$ cat config.mk
export PLATFORM = sky130hd
export DESIGN_NAME = surf5_debug_regs_flat
export DESIGN_NICKNAME = d
export VERILOG_FILES = /design/src/rtl/surf5_debug_regs_if.sv /design/src/rtl/surf5_debug_regs.sv /design/src/flat_wrapper.sv
export SDC_FILE = /design/constraint.sdc
export NUM_CORES = 1
export LEC_CHECK = 0
export BUFFER_PORTS_ARGS = -buffer_cell sky130_fd_sc_hd__buf_2
export CAP_MARGIN = 20
export CORE_MARGIN = 2
export CORE_UTILIZATION = 25
export CTS_BUF_LIST = sky130_fd_sc_hd__clkbuf_8
export CTS_CLUSTER_SIZE = 24
export DETAILED_ROUTE_END_ITERATION = 8
export SYNTH_ARGS = -nofsm -noshare
export SYNTH_HDL_FRONTEND = slang
export SYNTH_SLANG_ARGS = --single-unit
$ cat constraint.sdc
create_clock -name wbc_clk_i -period 2.8 [get_ports wbc_clk_i]
set_input_delay 0.42 -clock wbc_clk_i [delete_from_list [all_inputs] [get_ports wbc_clk_i]]
set_output_delay 0.42 -clock wbc_clk_i [all_outputs]
set_load 0.01 [all_outputs]
$ cat src/rtl/surf5_debug_regs_if.sv
// rtl/surf5_debug_regs_if.sv - Wishbone classic bus bundle for the SURF5 debug register block.
interface surf5_debug_regs_if;
  logic        cyc_i;
  logic        stb_i;
  logic        we_i;
  logic [19:0] adr_i;
  logic [31:0] dat_i;
  logic [3:0]  sel_i;
  logic [31:0] dat_o;
  logic        ack_o;
  logic        err_o;
  logic        rty_o;

  modport master (
    output cyc_i, stb_i, we_i, adr_i, dat_i, sel_i,
    input  dat_o, ack_o, err_o, rty_o
  );

  modport slave (
    input  cyc_i, stb_i, we_i, adr_i, dat_i, sel_i,
    output dat_o, ack_o, err_o, rty_o
  );
endinterface

$ cat src/rtl/surf5_debug_regs.sv
// rtl/surf5_debug_regs.sv - SURF5 debug registers: ID, scratch, control, timer, event counter, timer snapshot.
module surf5_debug_regs #(
  parameter logic [31:0] ID_VALUE        = 32'h53463544,
  parameter int          ERR_ON_UNMAPPED = 1
) (
  input  logic                  wbc_clk_i,
  input  logic                  rst_n_i,
  surf5_debug_regs_if.slave     wb,
  input  logic                  event_i,
  output logic [1:0]            ila0_sel_o,
  output logic [7:0]            global_debug_o
);

  localparam bit ERR_EN = (ERR_ON_UNMAPPED != 0);

  localparam logic [2:0] IDX_ID      = 3'd0;
  localparam logic [2:0] IDX_SCRATCH = 3'd1;
  localparam logic [2:0] IDX_CTRL    = 3'd2;
  localparam logic [2:0] IDX_TIMER   = 3'd3;
  localparam logic [2:0] IDX_EVCNT   = 3'd4;
  localparam logic [2:0] IDX_SNAP    = 3'd5;

  typedef enum logic [1:0] {IDLE, TERM, WAIT} state_t;

  state_t      state;
  logic [31:0] scratch;
  logic [1:0]  ctrl_lo;
  logic [7:0]  ctrl_hi;
  logic [31:0] timer;
  logic [31:0] evcnt;
  logic [31:0] snap;
  logic        ev_prev;

  logic        req_we;
  logic        req_hit;
  logic [2:0]  req_idx;
  logic [31:0] req_dat;
  logic [3:0]  req_sel;

  logic [31:0] dat_q;
  logic        ack_q;
  logic        err_q;

  logic [2:0]  idx;
  logic        hit;
  logic [31:0] rd_val;
  logic        ev_rise;
  logic        wr_term;
  logic        ev_clear;

  assign idx      = wb.adr_i[4:2];
  assign hit      = (wb.adr_i[19:5] == 15'd0) && (idx < 3'd6);
  assign ev_rise  = event_i & ~ev_prev;
  assign wr_term  = (state == TERM) && req_we && req_hit;
  assign ev_clear = wr_term && (req_idx == IDX_EVCNT);

  always_comb begin
    rd_val = 32'h0;
    case (idx)
      IDX_ID:      rd_val = ID_VALUE;
      IDX_SCRATCH: rd_val = scratch;
      IDX_CTRL:    rd_val = {16'h0, ctrl_hi, 6'h0, ctrl_lo};
      IDX_TIMER:   rd_val = timer;
      IDX_EVCNT:   rd_val = evcnt;
      IDX_SNAP:    rd_val = snap;
      default:     rd_val = 32'h0;
    endcase
  end

  always_ff @(posedge wbc_clk_i or negedge rst_n_i) begin
    if (!rst_n_i) begin
      timer <= 32'h0;
    end else begin
      timer <= timer + 32'd1;
    end
  end

  // A clear coincident with a new edge keeps that edge, hence 1 rather than 0.
  always_ff @(posedge wbc_clk_i or negedge rst_n_i) begin
    if (!rst_n_i) begin
      ev_prev <= 1'b0;
      evcnt   <= 32'h0;
    end else begin
      ev_prev <= event_i;
      if (ev_clear) begin
        evcnt <= ev_rise ? 32'd1 : 32'd0;
      end else if (ev_rise && (evcnt != 32'hFFFF_FFFF)) begin
        evcnt <= evcnt + 32'd1;
      end
    end
  end

  always_ff @(posedge wbc_clk_i or negedge rst_n_i) begin
    if (!rst_n_i) begin
      state   <= IDLE;
      scratch <= 32'h0;
      ctrl_lo <= 2'b00;
      ctrl_hi <= 8'h00;
      snap    <= 32'h0;
      req_we  <= 1'b0;
      req_hit <= 1'b0;
      req_idx <= 3'd0;
      req_dat <= 32'h0;
      req_sel <= 4'h0;
      dat_q   <= 32'h0;
      ack_q   <= 1'b0;
      err_q   <= 1'b0;
    end else begin
      case (state)
        IDLE: begin
          if (wb.cyc_i && wb.stb_i) begin
            state   <= TERM;
            req_we  <= wb.we_i;
            req_hit <= hit;
            req_idx <= idx;
            req_dat <= wb.dat_i;
            req_sel <= wb.sel_i;
            ack_q   <= hit || !ERR_EN;
            err_q   <= !hit && ERR_EN;
            dat_q   <= (!wb.we_i && hit) ? rd_val : 32'h0;
            if (!wb.we_i && hit && (idx == IDX_TIMER)) begin
              snap <= timer;
            end
          end
        end
        TERM: begin
          ack_q <= 1'b0;
          err_q <= 1'b0;
          dat_q <= 32'h0;
          state <= wb.stb_i ? WAIT : IDLE;
          if (wr_term && (req_idx == IDX_SCRATCH)) begin
            for (int b = 0; b < 4; b++) begin
              if (req_sel[b]) scratch[8*b +: 8] <= req_dat[8*b +: 8];
            end
          end
          if (wr_term && (req_idx == IDX_CTRL)) begin
            if (req_sel[0]) ctrl_lo <= req_dat[1:0];
            if (req_sel[1]) ctrl_hi <= req_dat[15:8];
          end
        end
        WAIT: begin
          if (!wb.stb_i) state <= IDLE;
        end
        default: state <= IDLE;
      endcase
    end
  end

  assign wb.dat_o       = dat_q;
  assign wb.ack_o       = ack_q;
  assign wb.err_o       = err_q;
  assign wb.rty_o       = 1'b0;
  assign ila0_sel_o     = ctrl_lo;
  assign global_debug_o = ctrl_hi;

endmodule

$ cat src/flat_wrapper.sv
// flat-port wrapper written by rule: the top's interface ports become plain ports
module surf5_debug_regs_flat 
#(
  parameter logic [31:0] ID_VALUE        = 32'h53463544,
  parameter int          ERR_ON_UNMAPPED = 1
)
  (wbc_clk_i, rst_n_i, event_i, ila0_sel_o, global_debug_o, wb_cyc_i, wb_stb_i, wb_we_i, wb_adr_i, wb_dat_i, wb_sel_i, wb_dat_o, wb_ack_o, wb_err_o, wb_rty_o);
  surf5_debug_regs_if wb_i ();
  input  logic wbc_clk_i;
  input  logic rst_n_i;
  input  logic event_i;
  output logic [1:0] ila0_sel_o;
  output logic [7:0] global_debug_o;
  input wire logic [$bits(wb_i.cyc_i)-1:0] wb_cyc_i;
  input wire logic [$bits(wb_i.stb_i)-1:0] wb_stb_i;
  input wire logic [$bits(wb_i.we_i)-1:0] wb_we_i;
  input wire logic [$bits(wb_i.adr_i)-1:0] wb_adr_i;
  input wire logic [$bits(wb_i.dat_i)-1:0] wb_dat_i;
  input wire logic [$bits(wb_i.sel_i)-1:0] wb_sel_i;
  output wire logic [$bits(wb_i.dat_o)-1:0] wb_dat_o;
  output wire logic [$bits(wb_i.ack_o)-1:0] wb_ack_o;
  output wire logic [$bits(wb_i.err_o)-1:0] wb_err_o;
  output wire logic [$bits(wb_i.rty_o)-1:0] wb_rty_o;
  assign wb_i.cyc_i = wb_cyc_i;
  assign wb_i.stb_i = wb_stb_i;
  assign wb_i.we_i = wb_we_i;
  assign wb_i.adr_i = wb_adr_i;
  assign wb_i.dat_i = wb_dat_i;
  assign wb_i.sel_i = wb_sel_i;
  assign wb_dat_o = wb_i.dat_o;
  assign wb_ack_o = wb_i.ack_o;
  assign wb_err_o = wb_i.err_o;
  assign wb_rty_o = wb_i.rty_o;
  surf5_debug_regs #(.ID_VALUE(ID_VALUE), .ERR_ON_UNMAPPED(ERR_ON_UNMAPPED)) u_core (.wbc_clk_i(wbc_clk_i), .rst_n_i(rst_n_i), .wb(wb_i), .event_i(event_i), .ila0_sel_o(ila0_sel_o), .global_debug_o(global_debug_o));
endmodule
==> flow_summary.yaml, run 1 <==
timing:
  final.setup_skew_ns: 0.0163
  relSlewSlack_pct: 39.8
  post-route-period-util_pct: 81.0
  tns_ns: 0
  period_needed_ns: 2.27
  report.final.slew_viol_count: 0
  max_freq_mhz: 441
  final.hold.worst_slack_ns: 0.0318
  setup_viol: 0
  final_hold_viol_count: 0
  tightestPinTransition_ns: 0.901
  grt_setup_unrepaired: "false"
logic_synthesis:
  synthMuxAreaShare_pct: 13.1
  compound_gate_fraction_of_synth_area_pct: 9.88
  synth_top_family_by_area: "simple AND/OR/NAND/NOR gates"
  synthAdderAreaFrac_pct: 0.249
  syn_area_um2: 10000
  synthesis.nets: 1001
  avgSynthCellArea_um2: 10.7
  post_synthesis_cells: 937
  number_of_enable_type_register_cells_in_the_synthesized_netlist: 0
  synth-xor-area-share_pct: 3.40
  synthSimpleGateAreaFrac_pct: 16.6
  yosys_warnings: 0
  synthArstFlopShare_pct: 100
  yosys_register_bits: 216
  yosysUniqueCellTypes: 56
  ys_dominant_reg_cell: "sky130_fd_sc_hd__dfrtp_1"
  ys_seq_area_share_pct: 53.9
floorplanning:
  placement_rows: 73
  dieHeight_um: 204
  die_w_um: 204
  fp.coreArea_um2: 39600
  design.portCount: 107
  fp.dieArea_um2: 41700
  floorplan.initialDensity_pct: 25.3
placement:
  gp_congestion: 0.832
  buffer_ports.inserted: 103
  dp_hpwl_mm: 19.3
  postPlaceCellArea_um2: 11200
global_routing:
  grt_first_pass_wirelength_mm: 43.7
  grt_antenna_before_repair: 0
  grt.overflow.total: 0
  grt_usage_pct: 13.3
  grt_start_max_net_pins: 69
  grt_pass1_vias: 7642
drt:
  drt-vias-per-instance: 4.74
  drtIter0Drc: 465
  detail_route.drc_violations: 0
  drt-total-wl_mm: 27.0
  route.detailed.wl_per_inst_um: 16.9
  route.vias.total: 7581
  ant_nets: 0
  detail_route.first_pass.iterations: 5
setup_path:
  cp.arrival_ns: 2.68
  start_kind: "register"
  setup.worst_path.class: "register to register"
  cell_with_the_largest_stage_delay_on_the_worst_path: "sky130_fd_sc_hd__nor4b_1"
  cp_cell_sequence: "nand4b_1 -> nor4b_1 -> buf_4 -> and2_1 -> mux2_2"
  timing.critical_path.fanout_max: 8
  worst_ep_required_time_ns: 3.21
  max_incr_delay_on_cp_ns: 0.45
  worst_setup_path_end_kind: "register"
clock_tree:
  ctsLongestPathBuffers: 3
  worstSkewPairLatency_ns: 0.53
  postCtsSetupBuffers: 0
  tritoncts_num_sinks: 216
  cts_made_buffers: 37
  tritoncts: "yes"
  cts_hold_repair.buffers: 1
  post_cts.resized_instances: 0
  htreeDepth: 2
  cts_root_buf: "sky130_fd_sc_hd__clkbuf_8"
  clk_pin_slew_ns: 0.06
cells_and_area:
  design.final.nets: 1120
  syn2layout_area_growth_pct: 19.1
  fraction_of_layout_instances_using_a_drive_strength_above_1_pct: 25.7
  insertedDiodeCount: 0
  design_area_um2: 12000
hold_path:
  hold_path.class: "input port to register"
pwr:
  leakage_nw: 5.80
  max-vdd-ir-drop_v: 0.000412
  power-per-cell-area_nw_per_um2: 568
run_status:
  status: "completed"
flow_run:
  max_cap_violations: 0
state kept, by name, indices dropped and copies added (netlist names), 4 cells and up:
signal,flops
u_core.evcnt,32
u_core.req_dat,32
u_core.scratch,32
u_core.snap,32
u_core.timer,32
u_core.wb.dat_o,32
u_core.global_debug_o,8
u_core.req_sel,4
through the flow:
stage / total power [W] / util [%] / worst slack (ns) / std cells
3_3_place_gp: 0.00406 / 28.4 / 0.539 / 1541
5_1_grt: 0.00711 / 30.1 / 0.258 / 1601
6_report: 0.00678 / 30.1 / 0.532 / 1601
2_1_floorplan: 0.00378 / - / 0.691 / 937
3_5_place_dp: 0.00408 / 28.4 / 0.474 / 1541
4_1_cts: 0.00688 / 30.1 / 0.469 / 1601
cells by family (layout without fill, tap and decap cells):
family,Yosys count,count (layout)
AOI/OAI and AO/OA,157,157
xor gates and xnor gates,39,39
adders and majority gates,2,2
buffers and inverters,67,206
DFF,216,216
muxes,110,110
other,1,1
and+or+nand+nor,345,345
cells in the mapped netlist, types with 8 or more instances:
| master | n | area share, % |
|---|---|---|
| sky130_fd_sc_hd__xor2_1 | 8 | 0.70 |
| sky130_fd_sc_hd__mux2_4 | 30 | 4.5 |
| sky130_fd_sc_hd__xnor2_1 | 31 | 2.7 |
| sky130_fd_sc_hd__a22oi_1 | 11 | 0.82 |
| sky130_fd_sc_hd__inv_1 | 13 | 0.49 |
| sky130_fd_sc_hd__mux2_2 | 54 | 6.1 |
| sky130_fd_sc_hd__a22o_1 | 17 | 1.5 |
| sky130_fd_sc_hd__a211oi_1 | 8 | 0.60 |
| sky130_fd_sc_hd__a21oi_1 | 52 | 2.6 |
| sky130_fd_sc_hd__o21ai_0 | 37 | 1.8 |
| sky130_fd_sc_hd__nand3_1 | 24 | 1.2 |
| sky130_fd_sc_hd__mux2i_1 | 26 | 2.6 |
| sky130_fd_sc_hd__and2_1 | 9 | 0.56 |
| sky130_fd_sc_hd__nor4_1 | 9 | 0.56 |
| sky130_fd_sc_hd__and3_1 | 9 | 0.56 |
| sky130_fd_sc_hd__nand2_1 | 174 | 6.5 |
| sky130_fd_sc_hd__clkbuf_1 | 36 | 1.3 |
| sky130_fd_sc_hd__or3_1 | 17 | 1.1 |
| sky130_fd_sc_hd__nand2b_1 | 8 | 0.50 |
| sky130_fd_sc_hd__dfrtp_1 | 216 | 54 |
| sky130_fd_sc_hd__nand4_1 | 21 | 1.3 |
| sky130_fd_sc_hd__nor2_1 | 43 | 1.6 |
area by class of cell:
class | instances | area, um^2
Clock buffer | 47 | 647
Multi-Input combinational cell | 654 | 4350
Timing Repair Buffer | 133 | 791
Tap cell | 525 | 657
Sequential cell | 216 | 5410
Clock inverter | 12 | 50.0
Fill cell | 4160 | 27700
Inverter | 14 | 52.6
critical path: cells and delay by family, from the launching register on:
family	cells	cell delay (ns)
buffers and inverters	1	0.21
DFF	1	0.41
muxes	1	0.38
and+or+nand+nor	3	1.15
layout by cell type (no fill, tap or decap), drive strengths merged, types with 11 or more instances in the layout:
cell,count
a21oi,52
a22o,17
a22oi,11
buf,132
clkbuf,47
dfrtp,216
inv,21
mux2,84
mux2i,26
nand2,175
nand3,24
nand4,21
nor2,43
nor4,11
o21ai,37
or3,17
xnor2,31
where the power goes:
part	switching, W	total, W	internal [W]
logic	0.000343	0.000549	0.000206
registers	0.000171	0.00347	0.00330
clock network	0.00128	0.00277	0.00149
final timing paths:
check                                         startpoint                              to  slack, ns  cells past startpoint
min in group asynchronous                        rst_n_i    u_core.evcnt[10]$_DFFE_PN0P_       0.48                      2
max in group asynchronous                        rst_n_i  u_core.scratch[24]$_DFFE_PN0P_       1.50                      3
setup / recovery             u_core.state[1]$_DFFE_PN0P_  u_core.scratch[18]$_DFFE_PN0P_       0.53                      5
hold / removal                                   event_i        u_core.ev_prev$_DFF_PN0_       0.03                      1
hold reg to reg            u_core.req_dat[3]$_DFFE_PN0P_   u_core.req_dat[3]$_DFFE_PN0P_       0.47                      2
setup reg to reg             u_core.state[1]$_DFFE_PN0P_  u_core.scratch[18]$_DFFE_PN0P_       0.53                      5
metal layers:
metal | track usage (%) | vias up | share of wire, %
li1 | - | 3549 | -
met1 | 17.8 | 3760 | 45
met2 | 21.8 | 232 | 48
met3 | 2.34 | 40 | 4.6
met4 | 4.14 | 0 | 2.0
met5 | 0 | - | 0
Power figures use the tool's default switching activity.
==> run 2: changes to the inputs <==
Clock period 2.8 ns to 2.3 ns, I/O delays scaled along.
==> run 2 against run 1 <==
  * Fmax rose by 8.2%
  * Count of clock-buffer cells in the layout fell by 7
  * Wire length fell by 0.40%
  * Largest power group unchanged
  * Die area did not move
  * Critical path depth did not move
  * Global-route usage fell by 0.13 points
  * Sequential cell count did not move
  * Clock skew rose by 0.0038 ns
  * Worst setup slack got worse by 0.33 ns
  * Critical endpoint is now u_core.evcnt[8]$_DFFE_PN0P_
  * Clock power rose by 19%
  * Sequential share of layout area fell by 1.2 points
  * Total power rose by 22%
==> flow_summary.yaml, run 2 (same netlist as run 1, synthesis figures left out) <==
run_status:
  status: "completed"
floorplanning:
  fp.coreArea_um2: 39600
  die_w_um: 204
  design.portCount: 107
  dieHeight_um: 204
  fp.dieArea_um2: 41700
  placement_rows: 73
  floorplan.initialDensity_pct: 25.3
global_routing:
  grt_usage_pct: 13.1
  grt_first_pass_wirelength_mm: 43.5
  grt_pass1_vias: 7934
  grt.overflow.total: 0
  grt_antenna_before_repair: 0
  grt_start_max_net_pins: 77
cells_and_area:
  layout_commonest_cell: "sky130_fd_sc_hd__dfrtp_1"
  design.final.nets: 1148
  insertedDiodeCount: 0
  fraction_of_layout_instances_using_a_drive_strength_above_1_pct: 27.2
  syn2layout_area_growth_pct: 22.3
  layout_common_cells: "sky130_fd_sc_hd__dfrtp_1 (216), sky130_fd_sc_hd__nand2_1 (174), sky130_fd_sc_hd__buf_2 (102)"
setup_path:
  cell_with_the_largest_stage_delay_on_the_worst_path: "sky130_fd_sc_hd__nor4_4"
  cp.arrival_ns: 2.53
  cp_cell_sequence: "nand4_1 -> nor4_4 -> a31o_2 -> o21ai_0 -> a21oi_1"
  regToRegStartpoint: "u_core.evcnt[20]$_DFFE_PN0P_"
  max_incr_delay_on_cp_ns: 0.53
  worst_ep_required_time_ns: 2.73
  start_kind: "register"
  r2r_cells: 5
  worst_setup_path_end_kind: "register"
  timing.rr.end: "u_core.evcnt[8]$_DFFE_PN0P_"
  setup.worst_path.class: "register to register"
  r2r_setup_slack_ns: 0.20
  timing.critical_path.fanout_max: 15
placement:
  buffer_ports.inserted: 103
  gp_congestion: 0.837
  dp_hpwl_mm: 19.7
clock_tree:
  clk_pin_slew_ns: 0.06
  tritoncts: "yes"
  cts_root_buf: "sky130_fd_sc_hd__clkbuf_8"
  cts_made_buffers: 35
  tritoncts_num_sinks: 216
  htreeDepth: 2
  worstSkewPairLatency_ns: 0.51
  ctsLongestPathBuffers: 3
  post_cts.resized_instances: 0
  postCtsSetupBuffers: 0
timing:
  grt_setup_unrepaired: "false"
  report.final.slew_viol_count: 0
  post-route-period-util_pct: 91.2
  final.hold.worst_slack_ns: 0.0298
  tns_ns: 0
  period_needed_ns: 2.10
  relSlewSlack_pct: 58.0
  max_freq_mhz: 477
  tightestPinTransition_ns: 0.630
  final_hold_viol_count: 0
  final.setup_skew_ns: 0.0201
  setup_viol: 0
hold_path:
  hold_path.class: "input port to register"
  hp-start: "wb_dat_i[7]"
  min_path_cells: 3
  timing.hold.worst_endpoint: "u_core.req_dat[7]$_DFFE_PN0P_"
drt:
  detail_route.drc_violations: 0
  route.vias.total: 7645
  ant_nets: 0
  drt-vias-per-instance: 4.68
  drtIter0Drc: 406
  route.detailed.wl_per_inst_um: 16.5
  detail_route.first_pass.iterations: 7
  drt-total-wl_mm: 26.9
flow_run:
  max_cap_violations: 0
pwr:
  leakage_nw: 5.99
  max-vdd-ir-drop_v: 0.000553
  power-per-cell-area_nw_per_um2: 673
run 2: cell count changes in the layout (fill, tap and decap cells not counted):
cell	before	now
sky130_fd_sc_hd__buf_4	26	47
sky130_fd_sc_hd__buf_12	3	11
sky130_fd_sc_hd__clkbuf_8	47	40
sky130_fd_sc_hd__inv_1	21	27
sky130_fd_sc_hd__bufinv_16	0	2
sky130_fd_sc_hd__clkinvlp_4	0	1
sky130_fd_sc_hd__dlygate4sd3_1	1	2
run 2: repair_timing:
item / in CTS / in global routing
endpoints found under the setup margin: 0 / 2
endpoints found under the hold margin: 70 / 0
hold buffers: 2 / 0
run 2: metrics by stage:
stage          cell area (um^2)  power, W  instances  util, %  worst slack (ns)
2_1_floorplan             10000   0.00460        937        -             0.191
3_3_place_gp              11600   0.00500       1570     29.2             0.206
3_5_place_dp              11600   0.00503       1570     29.2             0.164
4_1_cts                   12300   0.00837       1633     31.0             0.216
5_1_grt                   12300   0.00866       1633     31.0           0.00227
6_report                  12300   0.00827       1633     31.0             0.203
run 2: area by class of cell:
type / instances / area (um^2)
Timing Repair Buffer: 163 / 1120
Fill cell: 4137 / 27400
Multi-Input combinational cell: 654 / 4350
Sequential cell: 216 / 5410
Inverter: 14 / 52.6
Clock inverter: 21 / 140
Clock buffer: 40 / 551
Tap cell: 525 / 657
run 2: layer usage:
metal  GRT usage [%]  vias to the layer above  share of wire (%)
li1                -                     3604                  -
met1            17.3                     3783                 45
met2            21.7                      202                 47
met3            2.25                       56                4.6
met4            4.71                        0                3.1
met5               0                        -                  0
run 2: worst max-delay path by stage:
stage | to | slack (ns) | start
finish | u_core.evcnt[8]$_DFFE_PN0P_ | 0.20 | u_core.evcnt[20]$_DFFE_PN0P_
global route | u_core.evcnt[9]$_DFFE_PN0P_ | 0.002 | u_core.evcnt[20]$_DFFE_PN0P_
global placement | u_core.snap[20]$_DFFE_PN0P_ | 0.21 | wb_adr_i[12]
CTS | u_core.scratch[22]$_DFFE_PN0P_ | 0.22 | u_core.state[1]$_DFFE_PN0P_
detailed placement | u_core.snap[18]$_DFFE_PN0P_ | 0.16 | wb_adr_i[6]
floorplan | u_core.snap[10]$_DFFE_PN0P_ | 0.19 | u_core.state[0]$_DFFE_PN0P_
run 2: critical path, delay by kind of cell, from the launching register on:
kind | cells | cell delay, ns
AO/OA/AOI/OAI | 3 | 0.66
flip-flops | 1 | 0.52
AND/OR/NAND/NOR | 2 | 0.84
run 2: report_power, final:
group          leakage, nW  switching (W)  internal (W)
Clock                0.406        0.00150       0.00181
Combinational         2.70       0.000467      0.000309
Sequential            2.88       0.000166       0.00401
Total                 5.99        0.00213       0.00613
